### src/rtl/i2s_tx_if.sv
// i2s_tx_if: sample handshake and serial audio pins of the i2s_tx block.
//   inSound   [14:0] offset-binary mono sample from the producer
//   inValid          inSound is valid this cycle
//   inReady          transmitter holding register is empty
//   i2s_bclk         serial bit clock
//   i2s_lrck         word select (0 = left slot, 1 = right slot)
//   i2s_sdata        serial data, MSB first
// Modports: master = sample producer / pin observer, slave = transmitter.
interface i2s_tx_if;
    logic [14:0] inSound;
    logic        inValid;
    logic        inReady;
    logic        i2s_bclk;
    logic        i2s_lrck;
    logic        i2s_sdata;

    modport master (
        output inSound,
        output inValid,
        input  inReady,
        input  i2s_bclk,
        input  i2s_lrck,
        input  i2s_sdata
    );

    modport slave (
        input  inSound,
        input  inValid,
        output inReady,
        output i2s_bclk,
        output i2s_lrck,
        output i2s_sdata
    );
endinterface

### src/rtl/i2s_tx.sv
// i2s_tx: mono-to-stereo I2S transmitter.
// Takes 15-bit offset-binary samples through a one-entry holding register,
// converts them to 16-bit two's complement and sends each one in both the
// left and right slot of a 32-bit frame. Bit clock is derived from clk by a
// prescaler of HALF = clkspeed/(2*bclkfreq) cycles per bclk phase.
// Ports:
//   clk    system clock, all logic on its rising edge
//   reset  asynchronous active-high reset
//   bus    i2s_tx_if.slave (inSound/inValid/inReady handshake, I2S pins)
// Build option: define I2S_TX_LEFT_JUSTIFIED_EN for left-justified framing
// (MSB coincides with the lrck edge); default is standard I2S with the MSB
// one bclk after the lrck edge.
module i2s_tx #(
    parameter int clkspeed = 27000000,
    parameter int bclkfreq = 1536000
) (
    input  logic    clk,
    input  logic    reset,
    i2s_tx_if.slave bus
);
    localparam int HALF_RAW = clkspeed / (2 * bclkfreq);
    localparam int HALF     = (HALF_RAW < 1) ? 1 : HALF_RAW;
    localparam int PW       = (HALF > 1) ? $clog2(HALF) : 1;
    localparam logic [PW-1:0] PRESC_RELOAD = PW'(HALF - 1);
    localparam logic [PW-1:0] PRESC_ONE    = PW'(1);
    localparam logic [PW-1:0] PRESC_ZERO   = PW'(0);

    // Offset-binary to two's complement: flip the top bit, pad one LSB.
    function automatic logic [15:0] to_s16(input logic [14:0] s);
        return {~s[14], s[13:0], 1'b0};
    endfunction

    logic          bclk_q,   bclk_d;
    logic          lrck_q,   lrck_d;
    logic          sdata_q,  sdata_d;
    logic          ready_q,  ready_d;
    logic [4:0]    bitcnt_q, bitcnt_d;
    logic [PW-1:0] presc_q,  presc_d;
    logic [15:0]   hold_q,   hold_d;
    logic [31:0]   frame_q,  frame_d;
    logic [15:0]   last_q,   last_d;

    logic          half_tick_s;
    logic          falling_s;
    logic          frame_load_s;
    logic          accept_s;
    logic [15:0]   word_s;
    logic [4:0]    idx_s;

    // State registers; reset aborts any frame in progress.
    always_ff @(posedge clk or posedge reset) begin
        if (reset) begin
            bclk_q   <= 1'b0;
            lrck_q   <= 1'b0;
            sdata_q  <= 1'b0;
            ready_q  <= 1'b1;
            bitcnt_q <= 5'd31;
            presc_q  <= PRESC_RELOAD;
            hold_q   <= 16'h0000;
            frame_q  <= 32'h0000_0000;
            last_q   <= 16'h0000;
        end else begin
            bclk_q   <= bclk_d;
            lrck_q   <= lrck_d;
            sdata_q  <= sdata_d;
            ready_q  <= ready_d;
            bitcnt_q <= bitcnt_d;
            presc_q  <= presc_d;
            hold_q   <= hold_d;
            frame_q  <= frame_d;
            last_q   <= last_d;
        end
    end

    // Prescaler, bit counter, frame load, serialiser and sample handshake.
    always_comb begin
        bclk_d   = bclk_q;
        lrck_d   = lrck_q;
        sdata_d  = sdata_q;
        ready_d  = ready_q;
        bitcnt_d = bitcnt_q;
        presc_d  = presc_q;
        hold_d   = hold_q;
        frame_d  = frame_q;
        last_d   = last_q;
        word_s   = last_q;
        idx_s    = 5'd0;

        half_tick_s  = (presc_q == PRESC_ZERO);
        falling_s    = half_tick_s & bclk_q;
        frame_load_s = falling_s & (bitcnt_q == 5'd31);
        accept_s     = bus.inValid & ready_q;

        if (half_tick_s) begin
            presc_d = PRESC_RELOAD;
            bclk_d  = ~bclk_q;
        end else begin
            presc_d = presc_q - PRESC_ONE;
        end

        if (falling_s) begin
            bitcnt_d = bitcnt_q + 5'd1;
            lrck_d   = bitcnt_d[4];

            // An empty holding register repeats the last word (underrun).
            if (frame_load_s) begin
                if (ready_q) begin
                    word_s = last_q;
                end else begin
                    word_s = hold_q;
                end
                frame_d = {word_s, word_s};
                last_d  = word_s;
                ready_d = 1'b1;
            end else begin
                word_s = last_q;
            end

`ifdef I2S_TX_LEFT_JUSTIFIED_EN
            idx_s   = 5'd31 - bitcnt_d;
            sdata_d = frame_d[idx_s];
`else
            // Slot 0 still carries the previous frame's LSB; bit k>0 is F[32-k].
            idx_s = 5'd0 - bitcnt_d;
            if (bitcnt_d == 5'd0) begin
                sdata_d = frame_q[0];
            end else begin
                sdata_d = frame_d[idx_s];
            end
`endif
        end else begin
            bitcnt_d = bitcnt_q;
        end

        // Accept after the frame-load update so a same-cycle sample waits
        // for the next frame and leaves the holding register full.
        if (accept_s) begin
            hold_d  = to_s16(bus.inSound);
            ready_d = 1'b0;
        end else begin
            hold_d  = hold_q;
        end
    end

    assign bus.inReady   = ready_q;
    assign bus.i2s_bclk  = bclk_q;
    assign bus.i2s_lrck  = lrck_q;
    assign bus.i2s_sdata = sdata_q;
endmodule
### src/flat_wrapper.sv
// flat-port wrapper written by rule: the top's interface ports become plain ports
module i2s_tx_flat 
#(
    parameter int clkspeed = 27000000,
    parameter int bclkfreq = 1536000
)
  (clk, reset, bus_inSound, bus_inValid, bus_inReady, bus_i2s_bclk, bus_i2s_lrck, bus_i2s_sdata);
  i2s_tx_if bus_i ();
  input  logic clk;
  input  logic reset;
  input wire logic [$bits(bus_i.inSound)-1:0] bus_inSound;
  input wire logic [$bits(bus_i.inValid)-1:0] bus_inValid;
  output wire logic [$bits(bus_i.inReady)-1:0] bus_inReady;
  output wire logic [$bits(bus_i.i2s_bclk)-1:0] bus_i2s_bclk;
  output wire logic [$bits(bus_i.i2s_lrck)-1:0] bus_i2s_lrck;
  output wire logic [$bits(bus_i.i2s_sdata)-1:0] bus_i2s_sdata;
  assign bus_i.inSound = bus_inSound;
  assign bus_i.inValid = bus_inValid;
  assign bus_inReady = bus_i.inReady;
  assign bus_i2s_bclk = bus_i.i2s_bclk;
  assign bus_i2s_lrck = bus_i.i2s_lrck;
  assign bus_i2s_sdata = bus_i.i2s_sdata;
  i2s_tx #(.clkspeed(clkspeed), .bclkfreq(bclkfreq)) u_core (.clk(clk), .reset(reset), .bus(bus_i));
endmodule
### config.mk
export PLATFORM = sky130hd
export DESIGN_NAME = i2s_tx_flat
export DESIGN_NICKNAME = d
export VERILOG_FILES = /design/src/rtl/i2s_tx_if.sv /design/src/rtl/i2s_tx.sv /design/src/flat_wrapper.sv
export SDC_FILE = /design/constraint.sdc
export NUM_CORES = 1
export LEC_CHECK = 0
export ABC_AREA = 1
export CAP_MARGIN = 10
export CORE_ASPECT_RATIO = 1.4
export CORE_UTILIZATION = 50
export DETAILED_ROUTE_END_ITERATION = 16
export GPL_TIMING_DRIVEN = 0
export PLACE_DENSITY = 0.72
export SLEW_MARGIN = 25
export SYNTH_ARGS = -nofsm -noshare
export SYNTH_HDL_FRONTEND = slang
export SYNTH_SLANG_ARGS = --single-unit
### constraint.sdc
create_clock -name clk -period 2.7 [get_ports clk]
set_clock_uncertainty 0.15 [all_clocks]
set_input_delay 0.54 -clock clk [delete_from_list [all_inputs] [get_ports clk]]
set_output_delay 0.54 -clock clk [all_outputs]
set_load 0.02 [all_outputs]
Word level (Yosys, flattened, before mapping)
Cells that the tools add are included.

Add/subtract/negate cells: 3. Multiply operators: 0. Divide/modulo/power cells: 0. $lt $le $gt $ge: 1. Equal/unequal tests: 1. Shift operators: 0. Mux-type cells: 10. Bitwise operators: 5. Reduce and logical (&&, ||, !) cells: 6.

Operators with widths (count): 2-to-1 mux 32 bit (2); 2-to-1 mux 16 bit (1); less-than comparator 5 x 6 -> 1 bit, second input constant (1); adder 5 x 1 -> 5 bit, second input constant (1); binary-select mux 1 bit (select 5 bit) (1); == test 5 bit, second input constant (1); logical NOT 5 bit (1); 2-to-1 mux 1 bit (5); subtractor 1 x 5 -> 5 bit, first input constant (1); AND reduction 2 bit (2); nonzero test 2 bit (2); bitwise AND 1 bit (3); logical NOT 3 bit (1); 2-to-1 mux 3 bit (1); subtractor 3 x 1 -> 3 bit, second input constant (1); NOT 1 bit (2).

Flip-flop bits (word level): 75. Bits in latches: 0. Bits in writable memories: 0. Memory bits (read-only): 0. Input bits: 18. Output and inout port bits: 4. Word-level logic and storage cells: 35. Memories kept: 0.

Depth between registers and ports, before layout
Gate-level depths: netlist of the first run.

Word-level depth: 8. Depth in mapped cells: 16. Gate-level depth less buffers: 16.

Worst setup path before layout of the first run
No wires, ideal clock.

Path type: register to register. Start: register u_core.bitcnt_q[2]. End: register u_core.sdata_q, in the netlist u_core.bus.i2s_sdata. Setup time: 122 ps. Data arrival time: 2100 ps. Required time: 2428 ps. Setup slack: 328 ps. Stages on the path, launching flop included: 16. Path buffers: 3. Clock period less this slack: 2372 ps. Path through: dfstp_2 > buf_2 > inv_1 > nor3_1 > ha_1 > nand4_1 > buf_2 > buf_2 > nand2_1 > nand2_1 > a21oi_1 > nand3_1 > nand3_1 > nand3_1 > nand3_2 > a21oi_2.

Cells in the longest elaborated chain, start to end: 7. Elaborated cells between the ends (all ways): 10. Those cells by class: add/sub (2); eq/ne (1); mux (5); bitwise (1); reduce/logical (1).

RTL lines: from (decl) (RTL line i2s_tx.sv:37) `logic [4:0] bitcnt_q, bitcnt_d;`; from (signal assigned) (RTL line i2s_tx.sv:67) `bitcnt_q <= bitcnt_d;`; parallel branches: the longest is 6 deep, another holds adder 5 x 1 -> 5 bit; 2-to-1 mux 1 bit * (RTL line i2s_tx.sv:125) `if (bitcnt_d == 5'd0) begin`; to (signal assigned) (RTL line i2s_tx.sv:65) `sdata_q <= sdata_d;`; to (decl) (RTL line i2s_tx.sv:35) `logic sdata_q, sdata_d;`.

Every way passes the cells marked *. The select of a mux whose other input is x is not followed. A chain may end at the register's enable or synchronous reset.

Final worst setup path of the first run
Start: register u_core.bitcnt_q[0]. End: register u_core.sdata_q, in the netlist u_core.bus.i2s_sdata.

The elaborated chain is that of the path after synthesis.

==> run_results.csv, run 1 <==
group,metric,value,unit
global_routing,antenna_found_initial,0,
floorplan,die_h,99.83,um
sta,max_slew_margin,0.6754,
routing,ant_nets,0,
yosys,synth_top_area_share,0.4832,
clock_tree,cts_buffers,9,
clock_tree,cts_tree,"done",
yosys,synthTopCellsByCount,"nand2_1 (174), dfrtp_1 (66), o21ai_0 (36), inv_1 (35), nand3_1 (21)",
power_and_ir_drop,p_total,0.002408,W
yosys,ys.flop_type,"dfrtp_1",
job,drv_cap,0,
placed_design,io_buffers,21,
sta,fin_ws,107.6,ps
routing,dr.first_iter.drc_count,137,
clock_tree,clock_latency,360,ps
routing,via_per_inst,4.890,
final_layout,multi_input_area,1325,um^2
yosys,yosysUniqueCellTypes,28,
power_and_ir_drop,p_comb_frac,0.088,
power_and_ir_drop,power_density,597.7,nW/um^2
final_layout,layout.nets,461,
routing,firstDrtPassIters,4,
clock_tree,ctsRootBufferMaster,"clkbuf_8",
floorplan,rows,35,
routing,drc,0,
setup_path,worstSetupPathType,"flop to flop",
yosys,synth.net_count,426,
sta,fmax,385.7,MHz
setup_path,reg2reg_slack,110,ps
yosys,ys_warn_count,0,
routing,vias,2616,
placed_design,hpwl,4.828,mm
yosys,async_reset_ff_frac,1.000,
sta,tightest_slew,486.9,ps
floorplan,die_area,7176,um^2
floorplan,io_pins,22,
sta,period_share,0.9602,
worst_hold_path,hold_path_startpoint,"u_core.presc_q[0]$_DFF_PP1_",
sta,layout_min_cycle_time,2592,ps
clock_tree,cts_htree_levels,3,
clock_tree,clock_sinks,75,
yosys,synth_edf_count,0,
sta,finalSetupTns,0,ps
yosys,ys_seq_area_frac,0.5523,
global_routing,grt_max_degree,42,
final_layout,drive_above_1_share,0.1400,
setup_path,timing.rr.start,"u_core.bitcnt_q[0]$_DFFE_PP1P_",
clock_tree,clockBufferDepth,2,
power_and_ir_drop,switching_share,0.2473,
final_layout,fin_cells,535,
sta,slew_viol_final,0,
setup_path,worst_r2r_path_depth,17,
sta,finalHoldViolations,0,
placed_design,gp_congestion,0.8533,
global_routing,grt_pass1_wl,12.10,mm
yosys,synthCells,403,
power_and_ir_drop,seqPwrFrac,0.512,
placed_design,place_ws,-77.12,ps
global_routing,grt_util_all_layers,0.2249,
yosys,yosysMostFrequentCell,"nand2_1",
global_routing,grt_overflow,0,
worst_hold_path,hold_path_class,"flop to flop",
worst_hold_path,whs_path_depth,1,
floorplan,die_w,71.88,um
setup_path,critPathMaxFanout,6,
setup_path,start_kind,"flop",
setup_path,crit_required,2800,ps
setup_path,cp-startpoint,"u_core.bitcnt_q[0]$_DFFE_PP1P_",
sta,setup_viol,0,
floorplan,initial_core_util,0.5169,
yosys,synth_area_leaders,"dfrtp_1 (48%), nand2_1 (19%), dfstp_2 (6.9%)",
routing,routedWlPerCell,12.82,um
yosys,syn-cell-area,3418,um^2
power_and_ir_drop,p_leak,2.163,nW
routing,totalWireLength,6.859,mm
yosys,yosys.area.top_type,"dfrtp_1",
setup_path,crit_arrival,2690,ps
power_and_ir_drop,internal_power,0.001812,W
final_layout,diodes,0,
floorplan,coreArea,6613,um^2
status,status,"finished clean",
global_routing,grt_pass1_vias,2604,
power_and_ir_drop,clkPwrFrac,0.401,
placed_design,dpl.cell_count,517,
yosys,ys_ff_latch,75,
final_layout,syn_to_final_growth,17.86,%
clock_tree,clk_pin_slew_worst_paths,80,ps
setup_path,endpoint_kind,"flop",
final_layout,fillers,580,
final_layout,final-seq-area,1888,um^2
power_and_ir_drop,p_sw,0.0005954,W
sta,whs,306.1,ps
yosys,synth_area_per_cell,8.482,um^2
power_and_ir_drop,ir_drop,377.9,uV
-- layout make-up --
cell class | count | area share
sequential | 75 | 0.4686
multi-input combinational | 278 | 0.3289
timing repair buffer | 25 | 0.06273
inverter | 36 | 0.03416
clock buffer | 9 | 0.03075
tap | 92 | 0.02857
clock inverter | 7 | 0.02516
buffer | 13 | 0.02112
-- stage by stage --
| stage | instance area [um^2] | utilization |
|---|---|---|
| after floorplan | 3418 | - |
| after global placement | 3744 | 0.5661 |
| after detailed placement | 3766 | 0.5695 |
| after CTS | 3989 | 0.6032 |
| after global routing | 4029 | 0.6093 |
| final | 4029 | 0.6093 |
-- logic make-up (layout without fill, tap and decap cells) --
family,after synthesis,count (layout),share of synthesized area
simple gates,220,220,0.2804
flops,75,75,0.5523
buf+inv,50,90,0.06296
compound gates,49,49,0.07577
fa+ha+maj,5,5,0.01830
xor+xnor,4,4,0.01025
-- sequential cells by signal (all words and copies together), names as in the netlist --
| register | flops |
|---|---|
| u_core.bitcnt_q | 5 |
| u_core.bus.i2s_bclk | 1 |
| u_core.bus.i2s_lrck | 1 |
| u_core.bus.i2s_sdata | 1 |
| u_core.bus.inReady | 1 |
| u_core.frame_q | 32 |
| u_core.hold_q | 15 |
| u_core.last_q | 16 |
| u_core.presc_q | 3 |
-- critical path: stages, from the launching register on --
cell and delay, ps:
dfstp_2 550, ha_2 190, inv_1 60, nor3_2 110
ha_2 190, nand4_1 170, buf_6 190, buf_4 150
nand2_1 60, nand2_1 70, nand2_1 60, nand2_1 70
nand2_1 60, nand2_1 70, nand3_1 120, nand3_2 90
nand3_2 80, a21oi_2 50
-- path summary, 6_finish.rpt --
kind                                                    end
max in group asynchronous    u_core.bus.inReady$_DFFE_PP1P_
hold reg to reg                 u_core.presc_q[0]$_DFF_PP1_
hold / removal                  u_core.presc_q[0]$_DFF_PP1_
setup reg to reg           u_core.bus.i2s_sdata$_DFFE_PP0P_
setup / recovery           u_core.bus.i2s_sdata$_DFFE_PP0P_
min in group asynchronous      u_core.hold_q[2]$_DFFE_PP0P_
-- timing repair --
action | CTS | global route
setup buffers | 0 | 3
endpoints found under the setup margin | 1 | 1
pin swaps | 0 | 2
hold buffers | 0 | 0
gates resized for setup | 1 | 8
-- placed cells by master, fill, tap and decap left out, types with 2 or more instances in the layout --
| master | netlist | layout |
|---|---|---|
| nand3_4 | 2 | 2 |
| bufinv_16 | 0 | 2 |
| nor2_1 | 5 | 5 |
| nand2_2 | 7 | 7 |
| buf_2 | 6 | 3 |
| o21ai_0 | 36 | 36 |
| ha_2 | 0 | 2 |
| inv_1 | 35 | 34 |
| a21oi_1 | 9 | 9 |
| xor2_1 | 4 | 4 |
| nand3_1 | 21 | 21 |
| clkinv_4 | 0 | 2 |
| dfstp_2 | 9 | 9 |
| ha_1 | 5 | 3 |
| a21oi_2 | 2 | 2 |
| nand2_1 | 174 | 174 |
| nand2_4 | 2 | 2 |
| clkinvlp_4 | 0 | 2 |
| buf_12 | 1 | 2 |
| clkbuf_1 | 6 | 5 |
| clkbuf_8 | 0 | 9 |
| dfrtp_1 | 66 | 66 |
| buf_4 | 1 | 5 |
| clkdlybuf4s50_1 | 0 | 21 |
| nand3_2 | 2 | 2 |
-- per-layer routing --
layer | vias to the layer above | part of all wire | routed length, um | track usage
met5 | - | 0 | 0 | 0
met4 | 0 | 0.022 | 154 | 0.1131
met3 | 14 | 0.035 | 238 | 0.04518
met2 | 50 | 0.50 | 3455 | 0.3701
met1 | 1231 | 0.44 | 3010 | 0.2809
li1 | 1321 | - | - | -
-- power by group through the flow --
stage / registers [W] / logic, W / clock network [W]
2_1_floorplan: 0.00125 / 0.000148 / 0
3_5_place_dp: 0.00125 / 0.000211 / 0
3_3_place_gp: 0.00125 / 0.000201 / 0
4_1_cts: 0.00123 / 0.000216 / 0.000986
5_1_grt: 0.00124 / 0.000250 / 0.00103
6_report: 0.00123 / 0.000211 / 0.000965
Note: power is estimated with default switching activity, not from simulation.
==> run 2, diff against run 1 <==
CORE_MARGIN = 2   (was default)
==> run 2 against run 1 <==
Global-route usage fell by 1.4 points; maximum frequency rose by 3.1%; first-iteration DRC count fell by 8.0%; critical path type unchanged; largest cell class unchanged.
==> run_results.csv, run 2 (synthesized netlist as in run 1, its figures left out) <==
group,metric,value,unit
status,status,"finished clean",
setup_path,crit_arrival,2600,ps
clock_tree,clk_pin_slew_worst_paths,70,ps
power_and_ir_drop,switching_share,0.2339,
sta,slew_viol_final,0,
final_layout,layout.nets,461,
clock_tree,cts_buffers,9,
floorplan,initial_core_util,0.5169,
floorplan,die_w,73.88,um
final_layout,fillers,602,
sta,tightest_slew,553.7,ps
clock_tree,clock_latency,340,ps
power_and_ir_drop,seqPwrFrac,0.535,
setup_path,start_kind,"flop",
sta,period_share,0.9313,
sta,max_slew_margin,0.6308,
final_layout,final-seq-area,1888,um^2
sta,finalSetupTns,0,ps
routing,totalWireLength,6.817,mm
final_layout,drive_above_1_share,0.1354,
power_and_ir_drop,ir_drop,479.3,uV
worst_hold_path,whs_path_depth,1,
setup_path,crit_required,2790,ps
final_layout,largest_reg_flops,32,
routing,drc,0,
sta,finalHoldViolations,0,
final_layout,top_register,"u_core.frame_q",
final_layout,syn_to_final_growth,17.50,%
power_and_ir_drop,clkPwrFrac,0.374,
setup_path,endpoint_kind,"flop",
job,drv_cap,0,
placed_design,hpwl,4.853,mm
global_routing,antenna_found_initial,0,
power_and_ir_drop,p_sw,0.0005387,W
placed_design,io_buffers,21,
clock_tree,cts_tree,"done",
setup_path,crit_cells,15,
final_layout,fin_area,4016,um^2
final_layout,fin_cells,535,
clock_tree,ctsRootBufferMaster,"clkbuf_8",
final_layout,reg_top3,"u_core.frame_q (32), u_core.last_q (16), u_core.hold_q (15)",
routing,routedWlPerCell,12.74,um
clock_tree,cts_htree_levels,3,
clock_tree,clockBufferDepth,2,
floorplan,die_area,7523,um^2
routing,vias,2588,
setup_path,critPathMaxFanout,10,
routing,via_per_inst,4.837,
setup_path,worst_r2r_path_depth,15,
power_and_ir_drop,p_total,0.002303,W
final_layout,layout_commonest_cell,"nand2_1",
final_layout,multi_input_area,1338,um^2
power_and_ir_drop,internal_power,0.001765,W
sta,layout_min_cycle_time,2514,ps
setup_path,crit_slowest_cell,"dfstp_2",
setup_path,crit_chain,"ha_4 > inv_1 > nor3_2 > ha_2 > nand4_1 > buf_6 > buf_4 > nand2_1 > nand3_1 > nand3_1 > nand3_1 > nand3_1 > nand3_2 > nand3_2 > a21oi_2",
sta,fmax,397.7,MHz
global_routing,grt_pass1_wl,11.89,mm
placed_design,placed_cell_area,3766,um^2
placed_design,gp_congestion,0.8739,
final_layout,most-common-layout-cells,"nand2_1 (173), dfrtp_1 (66), o21ai_0 (36)",
setup_path,worstSetupPathType,"flop to flop",
floorplan,rows,35,
power_and_ir_drop,p_comb_frac,0.091,
floorplan,coreArea,6613,um^2
global_routing,grt_overflow,0,
setup_path,critPathBufInv,3,
floorplan,io_pins,22,
setup_path,critPathMaxStageDelay,570,ps
setup_path,cp_top_family,"simple AND/OR/NAND/NOR gates",
sta,rsz0062_at_grt,"no",
final_layout,diodes,0,
placed_design,dpl.cell_count,517,
power_and_ir_drop,p_leak,2.163,nW
power_and_ir_drop,power_density,573.5,nW/um^2
global_routing,grt_max_degree,46,
final_layout,utilization,0.6074,
sta,setup_viol,0,
routing,ant_nets,0,
clock_tree,cts_hold_buf,0,
global_routing,grt_util_all_layers,0.2112,
routing,firstDrtPassIters,6,
floorplan,die_h,101.8,um
routing,dr.first_iter.drc_count,126,
setup_path,critPathMostFrequentCell,"nand3_1",
worst_hold_path,hold_path_class,"flop to flop",
global_routing,grt_pass1_vias,2620,
clock_tree,clock_sinks,75,
==> run 2: per-layer routing <==
layer | GRT usage | vias up | wire [um]
met3 | 0.04043 | 16 | 254
met5 | 0 | - | 0
met2 | 0.3441 | 51 | 3399
li1 | - | 1329 | -
met1 | 0.2577 | 1192 | 2943
met4 | 0.1259 | 0 | 220
==> run 2: path summary, 6_finish.rpt <==
kind | endpoint | slack [ps] | start
max | u_core.bus.i2s_sdata$_DFFE_PP0P_ | 190 | u_core.bitcnt_q[0]$_DFFE_PP1P_
min reg2reg | u_core.presc_q[0]$_DFF_PP1_ | 310 | u_core.presc_q[0]$_DFF_PP1_
min | u_core.presc_q[0]$_DFF_PP1_ | 310 | u_core.presc_q[0]$_DFF_PP1_
max reg2reg | u_core.bus.i2s_sdata$_DFFE_PP0P_ | 190 | u_core.bitcnt_q[0]$_DFFE_PP1P_
min in group asynchronous | u_core.hold_q[2]$_DFFE_PP0P_ | 450 | reset
max in group asynchronous | u_core.hold_q[8]$_DFFE_PP0P_ | 1380 | reset
==> run 2: power by group through the flow <==
stage	clock (W)	sequential, W	combinational [W]
after floorplan	0	0.00125	0.000148
after global placement	0	0.00125	0.000201
after detailed placement	0	0.00125	0.000211
after CTS	0.000877	0.00123	0.000213
after global routing	0.000937	0.00124	0.000250
final	0.000862	0.00123	0.000209
==> run 2: cell type report <==
cell class              instances  share of cell area
flip-flops and latches         75              0.4701
multi-input cells             278              0.3330
repair buffers                 25             0.06293
clock buffers                  14             0.04050
inverters                      36             0.03427
well taps                      92             0.02866
plain buffers                  13             0.02181
clock inverters                 2            0.008723
==> run 2: metrics by stage <==
step / worst slack (ps) / hold WS, ps
after floorplan: 114.9 / 278.3
after global placement: -1063 / 287.1
after detailed placement: -109.7 / 296.6
after CTS: 12.10 / 313.9
after global routing: 19.38 / 318.2
final: 185.6 / 307.4
==> run 2: worst reg2reg max path, stage by stage, from the launching register on <==
cell and delay [ps]:
dfstp_2 570, ha_4 150, inv_1 50, nor3_2 110, ha_2 190, nand4_1 140
buf_6 180, buf_4 170, nand2_1 100, nand3_1 110, nand3_1 110, nand3_1 70
nand3_1 110, nand3_2 70, nand3_2 90, a21oi_2 50
==> run 2: what timing repair did <==
item / 4_1_cts / 5_1_grt
buffers inserted: 1 / 2
resized for setup: 1 / 12
setup endpoints to repair: 1 / 1
pin swaps: 0 / 2
